<file path="config.mk">
export PLATFORM = sky130hd
export DESIGN_NAME = rush_log_flat
export DESIGN_NICKNAME = d
export VERILOG_FILES = /design/src/rtl/rush_log_if.sv /design/src/rtl/rush_log.sv /design/src/flat_wrapper.sv
export SDC_FILE = /design/constraint.sdc
export NUM_CORES = 1
export LEC_CHECK = 0
export BUFFER_PORTS_ARGS = -buffer_cell sky130_fd_sc_hd__clkbuf_2
export CAP_MARGIN = 0
export CORE_MARGIN = 4
export CORE_UTILIZATION = 61
export CTS_CLUSTER_SIZE = 16
export DETAILED_ROUTE_END_ITERATION = 8
export GPL_TIMING_DRIVEN = 0
export PLACE_DENSITY = 0.93
export SETUP_SLACK_MARGIN = 0.02
export SLEW_MARGIN = 20
export SYNTH_ARGS = -nofsm -noshare
export SYNTH_HDL_FRONTEND = slang
export SYNTH_SLANG_ARGS = --single-unit
</file>
<file path="constraint.sdc">
create_clock -name clk -period 7.6 [get_ports clk]
set_clock_uncertainty 0.05 [all_clocks]
set_input_delay 0.76 -clock clk [delete_from_list [all_inputs] [get_ports clk]]
set_output_delay 0.76 -clock clk [all_outputs]
set_load 0.1 [all_outputs]
</file>
<file path="src/rtl/rush_log_if.sv">
// Lot-display bus for the rush-hour day logger: detector/hour inputs in,
// selected history entry and counters out.
interface rush_log_if #(
  parameter int DEPTH = 4
);
  localparam int AW = $clog2(DEPTH);

  logic [3:0]  hour;
  logic [3:0]  rush_start;
  logic [3:0]  rush_end;
  logic        view_next;
  logic        view_valid;
  logic [AW-1:0] view_age;
  logic [3:0]  view_start;
  logic [3:0]  view_end;
  logic [AW:0] count;
  logic [3:0]  norush_days;

  modport master (
    output hour, rush_start, rush_end, view_next,
    input  view_valid, view_age, view_start, view_end, count, norush_days
  );

  modport slave (
    input  hour, rush_start, rush_end, view_next,
    output view_valid, view_age, view_start, view_end, count, norush_days
  );
endinterface

</file>
<file path="src/rtl/rush_log.sv">
// Day-history ring buffer of rush_start/rush_end pairs captured once per end of day.
// Optional no-rush day counter is built when RUSH_LOG_NORUSH_EN is defined.
module rush_log #(
  parameter int DEPTH = 4
) (
  input logic       clk,
  input logic       rst,
  rush_log_if.slave bus
);
  localparam int AW = $clog2(DEPTH);
  localparam int CW = AW + 1;

  typedef enum logic [1:0] {IDLE, SETTLE, HOLD} state_t;

  state_t          state_q, state_d;
  logic [AW-1:0]   wr_ptr_q, wr_ptr_d;
  logic [CW-1:0]   count_q, count_d;
  logic [AW-1:0]   view_age_q, view_age_d;
  logic            view_valid_q, view_valid_d;
  logic [3:0]      view_start_q, view_start_d;
  logic [3:0]      view_end_q, view_end_d;
  logic [7:0]      mem_q [DEPTH];
  logic [7:0]      mem_d [DEPTH];
  logic            we;
  logic [AW-1:0]   rd_idx;

  always_comb begin
    state_d = state_q;
    we      = 1'b0;
    case (state_q)
      IDLE:   if (bus.hour == 4'd8) state_d = SETTLE;
      // detector outputs become valid one cycle after hour reaches 8
      SETTLE: begin
        state_d = HOLD;
        we      = 1'b1;
      end
      HOLD:   if (bus.hour != 4'd8) state_d = IDLE;
      default: state_d = IDLE;
    endcase
  end

  always_comb begin
    mem_d = mem_q;
    if (we) mem_d[wr_ptr_q] = {bus.rush_start, bus.rush_end};

    wr_ptr_d = we ? wr_ptr_q + AW'(1) : wr_ptr_q;
    count_d  = (we && count_q != CW'(DEPTH)) ? count_q + CW'(1) : count_q;

    view_age_d = view_age_q;
    if (we) begin
      view_age_d = '0;
    end else if (bus.view_next && count_q != '0) begin
      if (CW'(view_age_q) + CW'(1) == count_q) view_age_d = '0;
      else                                      view_age_d = view_age_q + AW'(1);
    end

    // look up from next-state values so a fresh write is shown immediately
    rd_idx       = wr_ptr_d - AW'(1) - view_age_d;
    view_start_d = mem_d[rd_idx][7:4];
    view_end_d   = mem_d[rd_idx][3:0];
    view_valid_d = (count_d != '0);
  end

  always_ff @(posedge clk) begin
    if (rst) begin
      state_q      <= IDLE;
      wr_ptr_q     <= '0;
      count_q      <= '0;
      view_age_q   <= '0;
      view_valid_q <= 1'b0;
      view_start_q <= 4'd0;
      view_end_q   <= 4'd0;
      for (int i = 0; i < DEPTH; i++) mem_q[i] <= 8'd0;
    end else begin
      state_q      <= state_d;
      wr_ptr_q     <= wr_ptr_d;
      count_q      <= count_d;
      view_age_q   <= view_age_d;
      view_valid_q <= view_valid_d;
      view_start_q <= view_start_d;
      view_end_q   <= view_end_d;
      mem_q        <= mem_d;
    end
  end

  assign bus.view_valid = view_valid_q;
  assign bus.view_age   = view_age_q;
  assign bus.view_start = view_start_q;
  assign bus.view_end   = view_end_q;
  assign bus.count      = count_q;

`ifdef RUSH_LOG_NORUSH_EN
  logic [3:0] norush_q, norush_d;

  always_comb begin
    norush_d = norush_q;
    if (we && bus.rush_start == 4'd15 && norush_q != 4'd15) norush_d = norush_q + 4'd1;
  end

  always_ff @(posedge clk) begin
    if (rst) norush_q <= 4'd0;
    else     norush_q <= norush_d;
  end

  assign bus.norush_days = norush_q;
`else
  assign bus.norush_days = 4'd0;
`endif
endmodule

</file>
<file path="src/flat_wrapper.sv">
// flat-port wrapper written by rule: the top's interface ports become plain ports
module rush_log_flat 
#(
  parameter int DEPTH = 4
)
  (clk, rst, bus_hour, bus_rush_start, bus_rush_end, bus_view_next, bus_view_valid, bus_view_age, bus_view_start, bus_view_end, bus_count, bus_norush_days);
  rush_log_if #(.DEPTH(DEPTH)) bus_i ();
  input logic clk;
  input logic rst;
  input wire logic [$bits(bus_i.hour)-1:0] bus_hour;
  input wire logic [$bits(bus_i.rush_start)-1:0] bus_rush_start;
  input wire logic [$bits(bus_i.rush_end)-1:0] bus_rush_end;
  input wire logic [$bits(bus_i.view_next)-1:0] bus_view_next;
  output wire logic [$bits(bus_i.view_valid)-1:0] bus_view_valid;
  output wire logic [$bits(bus_i.view_age)-1:0] bus_view_age;
  output wire logic [$bits(bus_i.view_start)-1:0] bus_view_start;
  output wire logic [$bits(bus_i.view_end)-1:0] bus_view_end;
  output wire logic [$bits(bus_i.count)-1:0] bus_count;
  output wire logic [$bits(bus_i.norush_days)-1:0] bus_norush_days;
  assign bus_i.hour = bus_hour;
  assign bus_i.rush_start = bus_rush_start;
  assign bus_i.rush_end = bus_rush_end;
  assign bus_i.view_next = bus_view_next;
  assign bus_view_valid = bus_i.view_valid;
  assign bus_view_age = bus_i.view_age;
  assign bus_view_start = bus_i.view_start;
  assign bus_view_end = bus_i.view_end;
  assign bus_count = bus_i.count;
  assign bus_norush_days = bus_i.norush_days;
  rush_log #(.DEPTH(DEPTH)) u_core (.clk(clk), .rst(rst), .bus(bus_i));
endmodule
</file>
# Word-level counts from Yosys, hierarchy flattened
# Index checks and enable logic that the tools add are counted.
[totals] regBits=50 input_bits=15 output_inout_bits=18 elab_cells=53
[classes] add_sub_neg=6 n_lt_le_gt_ge=3 eq_ne=8 n_mux=16 bitwise_logic=2 reduce_logical=7
[ops] operator="$bwmux 32" count=1
[ops] operator="$mux 32" count=1
[ops] operator="$mux 8" count=3
[ops] operator="$bmux 8 s2" count=1
[ops] operator="$demux 8 s2" count=1
[ops] operator="$mux 2" count=6
[ops] operator="$ge 3x3->1 const B" count=2
[ops] operator="$not 2->3" count=2
[ops] operator="$pmux 2 s3" count=1
[ops] operator="$reduce_bool 3->1" count=2
[ops] operator="$add 2x1->2 const B" count=2
[ops] operator="$eq 4x4->1 const B" count=1
[ops] operator="$ne 2x1->1 const B" count=2
[ops] operator="$ne 4x4->1 const B" count=1
[ops] operator="$add 2x1->3 const B" count=1
[ops] operator="$add 3x1->3 const B" count=1
[ops] operator="$eq 3x3->1" count=1
[ops] operator="$logic_and 1x1->1" count=3
[ops] operator="$lt 3x1->1 const B" count=1
[ops] operator="$mux 3" count=1
[ops] operator="$ne 3x3->1 const B" count=1
[ops] operator="$eq 2x1->1 const B" count=1
[ops] operator="$eq 2x2->1 const B" count=1
[ops] operator="$logic_not 2->1" count=1
[ops] operator="other kinds (4)" count=4

# Depth between registers and ports, before layout
# Gate-level depths: netlist (run 1).
[depth] depth_word=10 ltp_mapped=12 ltp_nobuf=12

# Worst setup path before layout (run 1)
# OpenSTA, ideal clock, no wires.
[synth_path] kind="register to register" from="reg u_core.view_age_q[0] (netlist: u_core.bus.view_age[0])" to="reg u_core.view_end_q[0] (netlist: u_core.bus.view_end[0])" setup_time_ns=0.121 arrival_ns=3.437 t_required_ns=7.429 path_slack_ns=3.992 path_stages_with_launch=12 n_path_buf=0 synth_period_minus_slack_ns=3.608 path_cell_list="dfxtp_1 > ha_1 > xor2_1 > nor3_1 > nor3_1 > o21ai_0 > ha_1 > nand2b_1 > a21oi_1 > a211o_1 > a32oi_4 > mux2_2"
[synth_between] elab_chain_len=10
[synth_rtl] element="start, declared" line="rush_log.sv:18" source="logic [AW-1:0] view_age_q, view_age_d;"
[synth_rtl] element="start signal, assigned" line="rush_log.sv:78" source="view_age_q <= view_age_d;"
[synth_rtl] element="$add 2x1->3" line="rush_log.sv:53" source="if (CW'(view_age_q) + CW'(1) == count_q) view_age_d = '0;"
[synth_rtl] element="$eq 3x3->1" line="rush_log.sv:53"
[synth_rtl] element="$mux 2" line="rush_log.sv:53"
[synth_rtl] element="$mux 2 *" line="rush_log.sv:52" source="end else if (bus.view_next && count_q != '0) begin"
[synth_rtl] element="$mux 2 *" line="rush_log.sv:50" source="if (we) begin"
[synth_rtl] element="$sub 2x2->2 *" line="rush_log.sv:58" source="rd_idx = wr_ptr_d - AW'(1) - view_age_d;"
[synth_rtl] element="$not 2->3 (implied by the code) *" line="rush_log.sv:60" source="view_end_d = mem_d[rd_idx][3:0];"
[synth_rtl] element="$bmux 8 s2 *" line="rush_log.sv:60"
[synth_rtl] element="$mux 8 * (2 in series)"
[synth_rtl] element="end signal, assigned" line="rush_log.sv:81" source="view_end_q <= view_end_d;"
[synth_rtl] element="end, declared" line="rush_log.sv:21" source="logic [3:0] view_end_q, view_end_d;"
# Every way passes the cells marked *; elsewhere a longest branch is shown, timed or not. The select of a mux whose other input is x is not followed.
# A chain may end at the register's enable or synchronous reset.

# Worst setup path in the final report (run 1)
[layout_path] from="reg u_core.view_age_q[0] (netlist: u_core.bus.view_age[0])" to="reg u_core.view_end_q[3] (netlist: u_core.bus.view_end[3])"
# The elaborated chain is that of the path after synthesis.

==> results of run 1 <==
[placed cells by master (no fill, tap or decap), types with 2 or more instances in the layout]
cell type	n
sky130_fd_sc_hd__a211oi_1	14
sky130_fd_sc_hd__a21oi_1	5
sky130_fd_sc_hd__buf_2	4
sky130_fd_sc_hd__buf_4	4
sky130_fd_sc_hd__clkbuf_1	11
sky130_fd_sc_hd__clkbuf_2	29
sky130_fd_sc_hd__clkbuf_8	5
sky130_fd_sc_hd__conb_1	4
sky130_fd_sc_hd__dfxtp_1	50
sky130_fd_sc_hd__ha_1	8
sky130_fd_sc_hd__inv_1	5
sky130_fd_sc_hd__mux2_2	7
sky130_fd_sc_hd__mux2i_1	35
sky130_fd_sc_hd__nand2_1	7
sky130_fd_sc_hd__nand2b_1	5
sky130_fd_sc_hd__nand3_1	4
sky130_fd_sc_hd__nand3b_1	6
sky130_fd_sc_hd__nor2_1	36
sky130_fd_sc_hd__nor2b_1	16
sky130_fd_sc_hd__nor3_1	4
sky130_fd_sc_hd__xnor2_1	3
sky130_fd_sc_hd__xor2_1	2
[logic make-up (layout without fill, tap and decap cells)]
kind of cell               after synthesis  count (layout)  synth area share, %
AOI/OAI and AO/OA                       28              28                 9.30
other                                    1               4                0.161
buffers and inverters                   24              59                 4.78
DFF                                     50              50                 43.0
muxes                                   42              42                 18.4
adders and majority gates                8               8                 4.30
and+or+nand+nor                         84              84                 18.2
xor gates and xnor gates                 5               5                 1.88
[per-layer routing]
| layer | part of all wire, % | up-vias | GRT usage (%) |
|---|---|---|---|
| met2 | 50 | 54 | 36.2 |
| met3 | 6.1 | 6 | 5.65 |
| met1 | 43 | 863 | 26.4 |
| met4 | 1.0 | 0 | 7.23 |
| li1 | - | 893 | - |
| met5 | 0 | - | 0 |
[through the flow]
step           total power, mW  hold WS (ps)  instance area [sq um]  cells  utilization [%]
2_1_floorplan            0.317           391                   2340    245                -
3_3_place_gp             0.330           402                   2540    321             68.9
3_5_place_dp             0.331           414                   2540    321             68.9
4_1_cts                  0.476           427                   2620    328             71.0
5_1_grt                  0.492           453                   2620    328             71.0
6_report                 0.474           422                   2620    328             71.0
[cell usage after synthesis (2+ instances only)]
cell type	instances
sky130_fd_sc_hd__buf_2	4
sky130_fd_sc_hd__nor2b_1	16
sky130_fd_sc_hd__xnor2_1	3
sky130_fd_sc_hd__nand2_1	7
sky130_fd_sc_hd__buf_4	4
sky130_fd_sc_hd__xor2_1	2
sky130_fd_sc_hd__ha_1	8
sky130_fd_sc_hd__a211oi_1	14
sky130_fd_sc_hd__mux2i_1	35
sky130_fd_sc_hd__nand2b_1	5
sky130_fd_sc_hd__nand3b_1	6
sky130_fd_sc_hd__nor2_1	36
sky130_fd_sc_hd__inv_1	5
sky130_fd_sc_hd__nand3_1	4
sky130_fd_sc_hd__nor3_1	4
sky130_fd_sc_hd__clkbuf_1	10
sky130_fd_sc_hd__a21oi_1	5
sky130_fd_sc_hd__mux2_2	7
sky130_fd_sc_hd__dfxtp_1	50
[worst min-delay path by stage]
stage | start | endpoint | slack, ps | cells after the start
floorplan | u_core.mem_q[14]$_SDFF_PP0_ | u_core.mem_q[14]$_SDFF_PP0_ | 390 | 2
global placement | u_core.mem_q[14]$_SDFF_PP0_ | u_core.mem_q[14]$_SDFF_PP0_ | 400 | 2
detailed placement | u_core.mem_q[14]$_SDFF_PP0_ | u_core.mem_q[14]$_SDFF_PP0_ | 410 | 2
CTS | u_core.mem_q[14]$_SDFF_PP0_ | u_core.mem_q[14]$_SDFF_PP0_ | 430 | 2
global route | u_core.mem_q[14]$_SDFF_PP0_ | u_core.mem_q[14]$_SDFF_PP0_ | 450 | 2
finish | u_core.mem_q[14]$_SDFF_PP0_ | u_core.mem_q[14]$_SDFF_PP0_ | 420 | 2
[sequential cells by signal, indices dropped and copies added, names as in the netlist]
register               count
u_core.bus.view_age        2
u_core.bus.view_start      4
u_core.state_q             2
u_core.bus.view_valid      1
u_core.wr_ptr_q            2
u_core.bus.view_end        4
u_core.mem_q              32
u_core.bus.count           3
[final cells by class]
type | instances | share of cell area [%]
Timing Repair Buffer | 28 | 5.35
Tap cell | 48 | 2.29
Sequential cell | 50 | 38.2
Multi-Input combinational cell | 171 | 46.8
Buffer | 19 | 3.53
Clock buffer | 6 | 2.77
Clock inverter | 1 | 0.287
Inverter | 5 | 0.716
[where the power goes]
group,total (mW),switching [mW],internal [mW]
clock,0.148,0.0850,0.0632
combinational,0.0596,0.0442,0.0153
sequential,0.266,0.00139,0.264
total,0.474,0.131,0.343
[worst max-delay path, cell delays in order (launching register included)]
cell,delay [ps]
sky130_fd_sc_hd__dfxtp_1,360
sky130_fd_sc_hd__ha_1,360
sky130_fd_sc_hd__xor2_1,160
sky130_fd_sc_hd__nor3_1,300
sky130_fd_sc_hd__nor3_1,80
sky130_fd_sc_hd__o21ai_0,270
sky130_fd_sc_hd__ha_1,280
sky130_fd_sc_hd__clkbuf_1,450
sky130_fd_sc_hd__clkbuf_1,500
sky130_fd_sc_hd__a211oi_1,180
sky130_fd_sc_hd__mux2_2,300
==> results.toml, run 1 <==
[run_status]
run_status = "finished, final reports clean"

[detailed_routing]
remaining_drc_errors = 0
detailedRoute.firstIterationViolations = 112
routed-via-count = 1816
routed_wire_length_per_instance_um = 14.9
drt-pass1-iter-count = 6
final_antenna_net_count = 0
viasPerCell = 5.54
totalWireLength_um = 4880

[worst_setup_path]
timing.critical_path.arrival_ps = 3540
timing.critical_path.fanout_max = 10
reg2regPathDepth = 10
critPathKind = "reg -> reg"
r2r_end = "u_core.bus.view_end[3]$_SDFF_PP0_"
cp-end-kind = "flop"
worstSetupStartpoint = "u_core.bus.view_age[0]$_SDFF_PP0_"
timing.reg2reg.setup_slack_ps = 4210
critical_path.startpoint_type = "flop"
worst-endpoint-required_ps = 7750
regToRegStartpoint = "u_core.bus.view_age[0]$_SDFF_PP0_"
cp-endpoint = "u_core.bus.view_end[3]$_SDFF_PP0_"

[power]
power_density_nw_per_um2 = 181
cellLeakagePower_nw = 1.29
peakVddDrop_mv = 0.158

[hold_path]
hold_class = "reg -> reg"

[global_route]
grt_use_total_pct = 21.5
grt_first_pass_wirelength_um = 8340
grt_start_max_net_pins = 15
grt_pass1_vias = 1829
grt_antenna_before_repair = 0
grt_overflow_total = 0

[final_layout]
multi_input_area_sq_um = 1230
area.growth.synth_to_final_pct = 12.5
fin_nets = 303
fillerInstances = 276
inserted_diodes = 0
register_area_sq_um = 1000
drive_above_1_share_pct = 18.6

[die]
die_w_um = 69.8
row_cnt = 22
core_region_area_sq_um = 3690
ios = 33
die_height_um = 69.8
die-area_sq_um = 4870
initial_core_util_pct = 63.1

[place]
placer_congestion_estimate = 0.798
dpl_worst_slack_ps = 4290
numPortBuffers = 28
hpwlAfterDp_um = 3420

[cts]
htree_levels = 2
clkSinkCount = 50
hold_buffers = 0
cts_resized = 0
clock_slew_at_the_register_clock_pins_of_the_worst_setup_and_hold_paths_ps = 90
post-cts-setup-buffers = 0
root_buffer = "sky130_fd_sc_hd__clkbuf_8"
max-clock-path-buffers = 2
tritoncts = "done"
insertion_delay_ps = 310
cts_buffers = 5

[logic_synthesis]
postSynth.asyncResetShare_pct = 0
synth_ff_type = "sky130_fd_sc_hd__dfxtp_1"
seq_area_frac_synth_pct = 43.0
yosysWarningCount = 0
synth-edff-count = 0
yosys_register_bits = 50
syn_inst_count = 242
synthDominantCellAreaShare_pct = 43.0
mapped_cell_area_sq_um = 2330
netlist-cell-type-count = 36
syn_area_per_cell_sq_um = 9.62
synth.largest_area_cell = "sky130_fd_sc_hd__dfxtp_1"
synth.area.top_cells = "sky130_fd_sc_hd__dfxtp_1, sky130_fd_sc_hd__mux2i_1, sky130_fd_sc_hd__nor2_1"

[timing]
finalWorstPathRequiredPeriod_ps = 3390
post-route-period-util_pct = 44.6
setup_slack_ps = 4210
worst_pin_slew_ps = 643
setup-tns-final_ps = 0
setup_viol = 0
rsz0062_at_grt = "false"
hold_violations = 0
final_slew_violations = 0
max_clock_freq_ghz = 0.295
slew-limit-headroom_pct = 57.1

[job]
max-cap-violations = 0
(Power assumes the default switching activity.)
==> run 2: changes to the inputs <==
- CORE_UTILIZATION: 61 -> 56
- PLACE_DENSITY: 0.93 -> 0.87
- clock period: 7.6 -> 3.4 ns (I/O delays scaled with it)
==> run 2 against run 1 <==
Net effect: sequential share of layout area rose by 0.088 points; utilization decreased by 5.4 points; count of clock-buffer cells in the layout increased by 1; first-iteration DRC count increased by 21%; die area up 7.9%; design area rose by 0.14%; largest cell class unchanged.
==> results.toml, run 2 (synthesized netlist as in run 1, its figures left out) <==
[die]
die-area_sq_um = 5250
die_w_um = 72.5
core_region_area_sq_um = 4000
die_height_um = 72.5
row_cnt = 23
ios = 33
initial_core_util_pct = 58.2

[place]
numPortBuffers = 28
placedCellCount = 323
placer_congestion_estimate = 0.820
hpwlAfterDp_um = 3460

[timing]
setup_viol = 0
setup-tns-final_ps = 0
final_slew_violations = 0
rsz0062_at_grt = "false"
worst_pin_slew_ps = 644
finalWorstPathRequiredPeriod_ps = 3190
post-route-period-util_pct = 93.8
max_clock_freq_ghz = 0.314
slew-limit-headroom_pct = 57.1
hold_violations = 0

[worst_setup_path]
critPathKind = "reg -> reg"
timing.critical_path.arrival_ps = 3330
worst-endpoint-required_ps = 3540
critPathSlowestCell = "sky130_fd_sc_hd__a32oi_4"
worstPathCellList = "ha_1 > xor2_1 > nor3_1 > nor3_1 > o21ai_0 > ha_1 > nand2b_1 > a21oi_1 > a211o_1 > a32oi_4 > mux2_2"
critical_path.max_stage_delay_ps = 410
path_delay_family = "compound AO/OA/AOI/OAI gates"
critical_path.startpoint_type = "flop"
critPathBufInv = 0
cp-end-kind = "flop"
timing.critical_path.fanout_max = 8

[cts]
post-cts-setup-buffers = 0
clock_slew_at_the_register_clock_pins_of_the_worst_setup_and_hold_paths_ps = 80
htree_levels = 2
clkSinkCount = 50
cts_buffers = 5
root_buffer = "sky130_fd_sc_hd__clkbuf_8"
max-clock-path-buffers = 2
insertion_delay_ps = 300
tritoncts = "done"

[global_route]
grt_pass1_vias = 1820
grt_use_total_pct = 20.2
grt_first_pass_wirelength_um = 8290
grt_overflow_total = 0
grt_antenna_before_repair = 0
grt_start_max_net_pins = 14

[detailed_routing]
drt-pass1-iter-count = 5
routed-via-count = 1786
detailedRoute.firstIterationViolations = 135
totalWireLength_um = 4840
final_antenna_net_count = 0
remaining_drc_errors = 0
routed_wire_length_per_instance_um = 14.7
viasPerCell = 5.41

[power]
cellLeakagePower_nw = 1.30
power_density_nw_per_um2 = 399
peakVddDrop_mv = 0.262

[final_layout]
layout.cells.most_common = "sky130_fd_sc_hd__dfxtp_1"
drive_above_1_share_pct = 19.6
area.growth.synth_to_final_pct = 12.7
largest_register_ffs = 32
fin_nets = 303
final_non_filler_cells = 330
layout_common_cells = "sky130_fd_sc_hd__dfxtp_1, sky130_fd_sc_hd__nor2_1, sky130_fd_sc_hd__mux2i_1"
inserted_diodes = 0
final_core_utilization_pct = 65.6
max_flop_register = "u_core.mem_q"

[hold_path]
hold_class = "in -> reg"

[run_status]
run_status = "finished, final reports clean"

[job]
max-cap-violations = 0
run 2: cell types whose count changed in the layout (fill, tap and decap cells not counted), sizes merged:
cell / delta
clkbuf: +1
clkinvlp: -1
run 2: final timing paths:
path                                          start                           endpoint  slack [ps]  cells after the start
hold / removal                          bus_hour[3]     u_core.state_q[0]$_SDFFE_PP0P_         260                      3
setup / recovery  u_core.bus.view_age[0]$_SDFF_PP0_  u_core.bus.view_end[1]$_SDFF_PP0_         210                     11
hold reg to reg         u_core.mem_q[14]$_SDFF_PP0_        u_core.mem_q[14]$_SDFF_PP0_         430                      2
setup reg to reg  u_core.bus.view_age[0]$_SDFF_PP0_  u_core.bus.view_end[1]$_SDFF_PP0_         210                     11
run 2: layout make-up:
class	count	area (sq um)
fill	337	1380
clock buffer	7	76.3
timing repair buffer	28	140
multi-input combinational	171	1230
tap	50	62.6
sequential	50	1000
buffer	19	93.8
inverter	5	18.8
run 2: repair_timing:
item | CTS | global route
hold endpoints to repair | 0 | 0
setup endpoints to repair | 0 | 7
hold buffers | 0 | 0
resized for setup | 0 | 2
run 2: layer usage:
layer  wire length (um)  up-vias  global-route usage (%)  share of wire (%)
li1                   -      892                       -                  -
met2               2340       43                    34.3                 48
met3                309        4                    5.54                6.4
met5                  0        -                       0                  0
met4                 26        0                    6.56               0.54
met1               2170      847                    24.8                 45
run 2: metrics by stage:
| stage | setup slack [ps] | hold WS, ps | power [mW] | instance area [sq um] |
|---|---|---|---|---|
| floorplan | 64.2 | 391 | 0.708 | 2340 |
| global placement | 154 | 409 | 0.738 | 2550 |
| detailed placement | 122 | 417 | 0.740 | 2550 |
| CTS | 99.1 | 248 | 1.05 | 2620 |
| global route | 21.0 | 271 | 1.09 | 2620 |
| finish | 212 | 262 | 1.05 | 2620 |
run 2: worst reg2reg max path: stages, from the launching register on:
cell,delay [ps]
sky130_fd_sc_hd__dfxtp_2,350
sky130_fd_sc_hd__ha_1,340
sky130_fd_sc_hd__xor2_1,160
sky130_fd_sc_hd__nor3_1,300
sky130_fd_sc_hd__nor3_1,90
sky130_fd_sc_hd__o21ai_0,270
sky130_fd_sc_hd__ha_1,260
sky130_fd_sc_hd__nand2b_1,120
sky130_fd_sc_hd__a21oi_1,70
sky130_fd_sc_hd__a211o_1,260
sky130_fd_sc_hd__a32oi_4,410
sky130_fd_sc_hd__mux2_2,400
run 2: where the power goes:
part | total, mW | switching [mW] | internal (mW)
logic | 0.133 | 0.0983 | 0.0345
registers | 0.594 | 0.00291 | 0.591
clock network | 0.320 | 0.178 | 0.142
==> run 3: changes to the inputs <==
- ABC_AREA: default -> 1
- CORE_UTILIZATION: 56 -> 57
- PLACE_DENSITY: 0.87 -> 0.88
- SETUP_SLACK_MARGIN: 0.02 -> default
==> run 3 against run 2 <==
Net effect: flip-flop and latch count unchanged; worst setup slack better by 360 ps; total power rose by 28%; clock power rose by 54%; register-to-register slack gained 360 ps; utilization is 1.0 points higher; combinational power grew 82%; via count increased by 22%.
==> results.toml, run 3 <==
[timing]
final_slew_violations = 0
rsz0062_at_grt = "false"
hold_violations = 0
fin_worst_hold_slack_ps = 190
finalWorstPathRequiredPeriod_ps = 2830
slew-limit-headroom_pct = 63.6
worst_pin_slew_ps = 546
setup_viol = 0
post-route-period-util_pct = 83.3
setup-tns-final_ps = 0
max_clock_freq_ghz = 0.353

[logic_synthesis]
post-synth-top-count-cell = "sky130_fd_sc_hd__nand2_1"
synth_ff_type = "sky130_fd_sc_hd__dfxtp_1"
seq_area_frac_synth_pct = 39.2
netlist-cell-type-count = 33
synthDominantCellAreaShare_pct = 39.2
synth.area.top_cells = "sky130_fd_sc_hd__dfxtp_1, sky130_fd_sc_hd__nand2_1, sky130_fd_sc_hd__inv_1"
syn_area_per_cell_sq_um = 7.23
yosys_register_bits = 50
mapped_cell_area_sq_um = 2550
synth.largest_area_cell = "sky130_fd_sc_hd__dfxtp_1"
synth-edff-count = 0
postSynth.asyncResetShare_pct = 0
most_used_standard_cells_in_the_synthesized_netlist = "sky130_fd_sc_hd__nand2_1, sky130_fd_sc_hd__inv_1, sky130_fd_sc_hd__dfxtp_1, sky130_fd_sc_hd__nor2_1, sky130_fd_sc_hd__o21ai_1"
yosysWarningCount = 0
syn_inst_count = 353

[final_layout]
largest_register_ffs = 32
final_core_utilization_pct = 66.6
drive_above_1_share_pct = 16.4
layout.cells.most_common = "sky130_fd_sc_hd__nand2_1"
fillerInstances = 387
final_non_filler_cells = 443
inserted_diodes = 0
max_flop_register = "u_core.mem_q"
fin_nets = 413
layout_common_cells = "sky130_fd_sc_hd__nand2_1, sky130_fd_sc_hd__inv_1, sky130_fd_sc_hd__nor2_1, sky130_fd_sc_hd__dfxtp_1, sky130_fd_sc_hd__clkbuf_2"
area.growth.synth_to_final_pct = 13.7

[place]
placer_congestion_estimate = 0.873
hpwlAfterDp_um = 3740
numPortBuffers = 27
placedCellCount = 435

[cts]
htree_levels = 2
root_buffer = "sky130_fd_sc_hd__clkbuf_8"
insertion_delay_ps = 310
hold_buffers = 0
clkSinkCount = 50
cts_resized = 0
cts_buffers = 5
max-clock-path-buffers = 2
post-cts-setup-buffers = 0
tritoncts = "done"
clock_slew_at_the_register_clock_pins_of_the_worst_setup_and_hold_paths_ps = 90

[global_route]
grt_pass1_vias = 1940
grt_first_pass_wirelength_um = 8580
grt_start_max_net_pins = 17
grt_use_total_pct = 20.1
grt_overflow_total = 0
grt_antenna_before_repair = 0

[detailed_routing]
viasPerCell = 4.92
totalWireLength_um = 5160
detailedRoute.firstIterationViolations = 119
drt-pass1-iter-count = 4
routed_wire_length_per_instance_um = 11.7
final_antenna_net_count = 0
routed-via-count = 2178
remaining_drc_errors = 0

[worst_setup_path]
timing.critical_path.fanout_max = 10
worst-endpoint-required_ps = 3560
cp-end-kind = "flop"
critPathKind = "reg -> reg"
timing.critical_path.arrival_ps = 2990
critical_path.startpoint_type = "flop"

[die]
die_w_um = 74.9
core_region_area_sq_um = 4350
row_cnt = 24
die-area_sq_um = 5610
initial_core_util_pct = 58.6
die_height_um = 74.9
ios = 33

[power]
peakVddDrop_mv = 0.313
cellLeakagePower_nw = 1.46
power_density_nw_per_um2 = 462

[hold_path]
hold_class = "in -> reg"

[run_status]
run_status = "finished, final reports clean"

[job]
max-cap-violations = 0
## run 3: final timing paths
kind	end	from	cells past startpoint	slack (ps)
setup reg to reg	u_core.bus.view_start[2]$_SDFF_PP0_	u_core.bus.count[0]$_SDFF_PP0_	16	570
hold / removal	u_core.state_q[0]$_SDFFE_PP0P_	rst	2	190
setup / recovery	u_core.bus.view_start[2]$_SDFF_PP0_	u_core.bus.count[0]$_SDFF_PP0_	16	570
hold reg to reg	u_core.state_q[0]$_SDFFE_PP0P_	u_core.state_q[0]$_SDFFE_PP0P_	1	470
## run 3: layout make-up
class / count / area (sq um) / share of cell area [%]
Buffer: 18 / 154 / 5.31
Multi-Input combinational cell: 223 / 1160 / 40.1
Sequential cell: 50 / 1000 / 34.5
Clock inverter: 3 / 68.8 / 2.37
Clock buffer: 5 / 68.8 / 2.37
Tap cell: 52 / 65.1 / 2.24
Timing Repair Buffer: 27 / 135 / 4.66
Inverter: 65 / 244 / 8.41
## run 3: kinds of logic (layout without fill, tap and decap cells)
group           count (synthesis)  in the layout  synth area share, %
other cells                     1              4                0.147
simple gates                  144            144                 25.5
xor+xnor                        4              4                 1.37
buf+inv                        83            118                 15.6
fa+ha+maj                       8              8                 3.92
compound gates                 63             63                 14.3
flops                          50             50                 39.2
## run 3: per-layer routing
layer  up-vias  global-route usage, %  wire [um]  part of all wire, %
met2        63                   33.6       2470                   48
met3         9                   3.34        295                  5.7
li1       1146                      -          -                    -
met1       960                   25.4       2290                   44
met4         0                   9.49        110                  2.1
met5         -                      0          0                    0
## run 3: critical path, cell delays in order (launching register included)
cell and delay, ps:
sky130_fd_sc_hd__dfxtp_1 380, sky130_fd_sc_hd__inv_1 100, sky130_fd_sc_hd__ha_1 220, sky130_fd_sc_hd__inv_1 50
sky130_fd_sc_hd__o21ai_0 60, sky130_fd_sc_hd__inv_1 110, sky130_fd_sc_hd__nand3_1 80, sky130_fd_sc_hd__o21ai_0 70
sky130_fd_sc_hd__nand2_1 90, sky130_fd_sc_hd__ha_1 290, sky130_fd_sc_hd__clkbuf_1 310, sky130_fd_sc_hd__inv_1 230
sky130_fd_sc_hd__bufbuf_16 320, sky130_fd_sc_hd__o21ai_1 160, sky130_fd_sc_hd__nand3_1 90, sky130_fd_sc_hd__nand2_1 60
sky130_fd_sc_hd__nor2_1 60
## run 3: where the power goes
| group | internal, mW | switching (mW) | leakage [nW] |
|---|---|---|---|
| Sequential | 0.600 | 0.00511 | 0.404 |
| Combinational | 0.0600 | 0.182 | 0.987 |
| Clock | 0.295 | 0.199 | 0.0683 |
| Total | 0.954 | 0.386 | 1.46 |
## run 3: per-stage QoR
step	instance area, sq um	setup WS [ps]	power, mW
after floorplan	2560	140	0.815
after global placement	2760	620	0.856
after detailed placement	2760	561	0.859
after CTS	2900	548	1.35
after global routing	2900	331	1.39
final	2900	567	1.34
